## src/rtl/uart_hex_sender.sv

```systemverilog
// uart_hex_sender
// Captures a 64-bit dump word (two 32-bit halves) or a 32-bit PC value on a
// send request. The value is sent as ASCII hex with a separator and CR/LF,
// one byte per cycle, into the UART TX queue. Once the queue reports empty,
// a single flushing_wq pulse tells the dump sequencer the line is out.
module uart_hex_sender #(
  parameter bit         HEX_UPPER = 1'b0,
  parameter logic [7:0] SEP_CHAR  = 8'h20
) (
  input  logic        clk,
  input  logic        rst_n,
  input  logic        rdata_snd_start,
  input  logic [63:0] rdata_snd,
  input  logic        pc_print_sel,
  input  logic        snd_abort,
  input  logic        tx_full,
  input  logic        tx_empty,
  output logic [7:0]  tx_data,
  output logic        tx_wen,
  output logic        flushing_wq,
  output logic        snd_busy
);

  typedef enum logic [1:0] {
    IDLE  = 2'd0,
    SEND  = 2'd1,
    FLUSH = 2'd2,
    DONE  = 2'd3
  } state_t;

  state_t      r_state;
  state_t      w_next_state;
  logic [4:0]  r_idx;
  logic [4:0]  w_next_idx;
  logic [63:0] r_shadow;
  logic        r_mode;       // 1 = PC mode, 0 = dump mode

  logic [4:0]  w_last_idx;
  logic        w_is_hex;
  logic [3:0]  w_nib_pos;
  logic [3:0]  w_nibble;
  logic [7:0]  w_fixed;
  logic [7:0]  w_char;
  logic [2:0]  w_hi_off;

  // Map one nibble to its ASCII hex digit.
  function automatic logic [7:0] hex_char(input logic [3:0] n);
    if (n < 4'd10) return 8'h30 + {4'b0000, n};
    else           return (HEX_UPPER ? 8'h41 : 8'h61) + {4'b0000, n} - 8'd10;
  endfunction

  assign w_last_idx = r_mode ? 5'd9 : 5'd18;

  // For idx 9..16 the data_1 nibble number is 16-idx; since 16 is a multiple
  // of 8, its low three bits are simply the negated low bits of idx.
  assign w_hi_off = 3'd0 - r_idx[2:0];

  // Character selection for the current idx.
  // NOTE: every signal written in always_comb gets a default first, so no path
  // can leave one unassigned and infer a latch.
  always_comb begin
    w_is_hex  = 1'b0;
    w_nib_pos = 4'd0;
    w_fixed   = 8'h00;
    if (r_idx <= 5'd7) begin
      w_is_hex  = 1'b1;
      w_nib_pos = {1'b0, 3'd7 - r_idx[2:0]};
    end else if (r_mode) begin
      w_fixed = (r_idx == 5'd8) ? 8'h0D : 8'h0A;
    end else if (r_idx == 5'd8) begin
      w_fixed = SEP_CHAR;
    end else if (r_idx <= 5'd16) begin
      w_is_hex  = 1'b1;
      w_nib_pos = {1'b1, w_hi_off};
    end else begin
      w_fixed = (r_idx == 5'd17) ? 8'h0D : 8'h0A;
    end
    w_nibble = r_shadow[{w_nib_pos, 2'b00} +: 4];
    w_char   = w_is_hex ? hex_char(w_nibble) : w_fixed;
  end

  // Outputs are decoded straight from state so reset drives them all low.
  assign tx_wen      = (r_state == SEND) & ~tx_full & ~snd_abort;
  assign tx_data     = (r_state == SEND) ? w_char : 8'h00;
  assign flushing_wq = (r_state == DONE);
  assign snd_busy    = (r_state != IDLE);

  // Next-state and next-index logic; abort overrides everything but IDLE.
  always_comb begin
    w_next_state = r_state;
    w_next_idx   = r_idx;
    case (r_state)
      IDLE: begin
        if (rdata_snd_start) begin
          w_next_state = SEND;
          w_next_idx   = 5'd0;
        end
      end
      SEND: begin
        if (tx_wen) begin
          if (r_idx == w_last_idx) begin
            w_next_state = FLUSH;
            w_next_idx   = 5'd0;
          end else begin
            w_next_idx = r_idx + 5'd1;
          end
        end
      end
      FLUSH: begin
        if (tx_empty) w_next_state = DONE;
      end
      DONE: begin
        w_next_state = IDLE;
      end
      default: begin
        w_next_state = IDLE;
        w_next_idx   = 5'd0;
      end
    endcase
    // The DONE pulse is already on the output this cycle, so abort there
    // cannot suppress it; it only changes where we go next (IDLE either way).
    if (snd_abort && (r_state != IDLE)) begin
      w_next_state = IDLE;
      w_next_idx   = 5'd0;
    end
  end

  // State and index registers.
  // NOTE: sequential state uses non-blocking assignments so every register
  // updates from the same pre-edge values regardless of statement order.
  always_ff @(posedge clk or negedge rst_n) begin
    if (!rst_n) begin
      r_state <= IDLE;
      r_idx   <= 5'd0;
    end else begin
      r_state <= w_next_state;
      r_idx   <= w_next_idx;
    end
  end

  // Shadow capture: only a start seen in IDLE loads the payload and mode, so
  // upstream may change rdata_snd freely once the send is under way.
  always_ff @(posedge clk or negedge rst_n) begin
    if (!rst_n) begin
      r_shadow <= 64'd0;
      r_mode   <= 1'b0;
    end else if ((r_state == IDLE) && rdata_snd_start) begin
      r_shadow <= rdata_snd;
      r_mode   <= pc_print_sel;
    end
  end

endmodule

```

## config.mk

```make
export PLATFORM = sky130hd
export DESIGN_NAME = uart_hex_sender
export DESIGN_NICKNAME = d
export VERILOG_FILES = /design/src/rtl/uart_hex_sender.sv
export SDC_FILE = /design/constraint.sdc
export NUM_CORES = 1
export LEC_CHECK = 0
export BUFFER_PORTS_ARGS = -buffer_cell sky130_fd_sc_hd__buf_2
export CORE_ASPECT_RATIO = 0.75
export CORE_MARGIN = 5
export CORE_UTILIZATION = 30
export DETAILED_ROUTE_END_ITERATION = 8
export PLACE_DENSITY_LB_ADDON = 0.08
export SYNTH_ARGS = -nofsm -noshare
export SYNTH_HDL_FRONTEND = slang
export SYNTH_SLANG_ARGS = --single-unit
```

## constraint.sdc

```tcl
create_clock -name clk -period 3.2 [get_ports clk]
set_clock_uncertainty 0.15 [all_clocks]
set_input_delay 0.16 -clock clk [delete_from_list [all_inputs] [get_ports clk]]
set_output_delay 0.16 -clock clk [all_outputs]
set_load 0.02 [all_outputs]
```

==> results.md <==
- Status: complete, but fails checks
- Failing checks: negative setup slack
- Total track usage: between 10% and 20%
- Post-synth EDFFs: 0
- Starting Density: a little under a third
- Initial DRC Count: ~190
- Worst-margin pin slew: roughly 960 ps
- Layout cells sized above 1: 47.7%
- Slew margin rel.: 36.1%
- Hold WC Path Type: in -> reg
- Grt ovf: 0
- DP Wirelength: slightly above 9000 um
- GPL Wtd Cong: a little under 0.9
- Slew Limit Fails: 0
- Synthesis-to-finish area growth: 54.3%
- Grt met2 use: between 20% and 30%
- Placed Area: 0.00512 mm2
- Area share of the largest cell type after synthesis: 44.3%
- Die area: approximately 0.016 mm2
- DRT Pass-1 Iters: 4
- Htree depth: 3
- Power density over the cells: between 900 and 1000 mW/mm2
- CTS buffer count: 9
- Worst setup SP type: flop
- DRC viols: 0
- Tcrit/Tclk final: 115%
- Clock power share: 19.4%
- Mean routed wirelength per cell: approximately 17 um
- Synth area leaders: dfrtp_1, mux2_2, nand2_1, ha_1, nor2_1
- Initial antenna violation count: 0
- RSZ-0062 raised after global routing: true
- Area leader, netlist: dfrtp_1
- Syn_area_per_cell: roughly 11 um2
- Vias in the first global route: 3699
- Chip width: between 100 and 150 um
- Total number of vias: 3591
- Clk sinks: between 70 and 80
- WP data arrival: ~3400 ps
- Global-route wire length before repair: 20300 um
- Combinational share of power: 50.8%
- # diodes: 0
- Core area: about 0.013 mm2
- Post-layout instance area: between 0.006 and 0.007 mm2
- Final Hold Vio Count: 0
- NetSw: 2.06 mW
- Grt met1 use: between 20% and 30%
- CTS tree: built
- Die H: about 110 um
- Row count: 36
- Area of the mapped netlist: 0.00407 mm2
- Worst EP required: between 2000 and 3000 ps
- FF+latch count, synth: 72
- IO buf count: 80
- CP Capture Type: output port
- Leak: around 2.8 nW
- Ports: 82
- Share of flip-flops with an asynchronous set or reset: between 90% and 100%
- CTS Buffer Depth: 2
- Worst hold slack: 59.1 ps
- Mean number of vias per cell: ~4.8
- CTS root buffer: clkbuf_16
- Grt met3 use: approximately 3.4%
- Final min period: around 3700 ps
- Synth Net Count: about 440
- VDD IR-drop max: between 0.3 and 0.4 mV
- Seq/Total Area, Yosys: 44.3%
- Top_reg_cell synth: dfrtp_1
- Top post-synthesis cells by count: dfrtp_1, mux2_2, nand2_1, nor2_1, a21oi_1
- Crit-path max FO: 8
- Nets: 650
- Most common cell in the synthesized netlist: dfrtp_1
- GR peak layer: met1
- Clk_lat worst skew: around 340 ps
- # setup viols final: 6
- Clk slew on worst S/H paths: ~70 ps
- Post-layout util: 47.8%
- Net Sw Frac: 36.0%
- F_max: roughly 270 MHz
- P_int: approximately 3.7 mW
- Cells after Synth: 365
- Register share of total power: between 20% and 30%
- ANT nets after route: 0
- Max-cap viol count: 0
- Largest net degree at the start of global routing: 73
- Synthesis warning total: 0
- Routed wire length: 12400 um
- Library cells used by synthesis: 73
- Final worst setup slack: -476 ps
- Post-route setup TNS: -2120 ps
- Setup Crit Path Kind: reg -> out
cell type report:
cell class                      count  area (um2)
Clock inverter                      6        92.6
Tap cell                          171         214
Clock buffer                       10         239
Timing Repair Buffer              212        1620
Inverter                            8        42.5
Fill cell                        1205        6870
Sequential cell                    72        1800
Multi-Input combinational cell    268        2270
cells by family after synthesis:
| family | count (synthesis) | share of synthesized area [%] |
|---|---|---|
| flip-flops | 72 | 44.3 |
| XOR/XNOR | 4 | 0.861 |
| other | 1 | 0.0921 |
| AO/OA/AOI/OAI | 73 | 12.8 |
| adder cells (fa/ha/maj) | 8 | 2.46 |
| multiplexers | 81 | 23.4 |
| buffers and inverters | 26 | 3.29 |
| AND/OR/NAND/NOR | 100 | 12.9 |
path summary, 6_finish.rpt:
kind	start	to	slack, ps	cells past startpoint
hold / removal	tx_empty	r_state[0]$_DFFE_PN0P_	60	4
min in group asynchronous	rst_n	r_shadow[63]$_DFFE_PN0P_	410	3
setup / recovery	r_idx[0]$_DFFE_PN0P_	tx_data[1]	-480	13
max in group asynchronous	rst_n	r_state[1]$_DFFE_PN0P_	1820	3
hold reg to reg	r_shadow[29]$_DFFE_PN0P_	r_shadow[29]$_DFFE_PN0P_	350	1
setup reg to reg	r_idx[0]$_DFFE_PN0P_	r_idx[2]$_DFFE_PN0P_	640	10
what timing repair did:
action	CTS	global route
hold buffers	66	0
gates cloned	0	1
setup endpoints to repair	6	6
pin swaps	10	6
hold endpoints to repair	137	0
gates resized for setup	24	11
buffers inserted	3	4
cell usage in the layout (no fill, tap or decap), types with 3 or more instances in the layout:
cell / instances
buf_6: 6
nor2_1: 22
dlygate4sd3_1: 66
xor2_1: 3
nand2_1: 28
buf_2: 75
inv_1: 6
mux4_2: 4
o21ai_0: 8
buf_4: 63
o221ai_1: 3
nand4_1: 3
ha_1: 6
a31oi_1: 4
a21oi_1: 13
mux2i_1: 5
clkbuf_16: 9
nor2b_1: 4
dfrtp_1: 71
o21ai_1: 6
o22ai_1: 4
and3_1: 4
nand3_1: 10
mux2_2: 69
per-layer routing:
layer | up-vias | share of wire [%]
met4 | 0 | 0.82
met1 | 1719 | 54
li1 | 1766 | -
met2 | 94 | 40
met3 | 12 | 5.2
met5 | - | 0
metrics by stage:
step	instances	setup slack, ps	power, mW
floorplan	365	-3.15	3.33
detailed placement	658	-336	4.28
CTS	742	-502	5.64
global route	747	-609	6.11
global placement	658	-265	4.27
finish	747	-476	5.73
flip-flops by register name, summed over array words and instances (netlist names):
signal,count
r_mode,1
r_idx,5
r_state,2
r_shadow,64
power by group through the flow:
stage | logic (mW) | registers [mW] | clock network [mW]
after global routing | 3.17 | 1.76 | 1.18
after CTS | 2.80 | 1.71 | 1.14
after detailed placement | 2.57 | 1.71 | 0
after global placement | 2.55 | 1.72 | 0
after floorplan | 1.79 | 1.54 | 0
final | 2.91 | 1.71 | 1.11
critical path, stage by stage (launching register included):
cell and delay (ps):
dfrtp_2 460, buf_4 190, and4b_4 220, buf_4 140, nand2b_2 220, a31o_4 270, o2111a_1 130, a31oi_1 190
o22ai_1 100, a311o_1 360, ha_2 280, a21o_1 180, o22ai_4 150, buf_6 140
No activity file was read; power rests on OpenSTA's default activity.
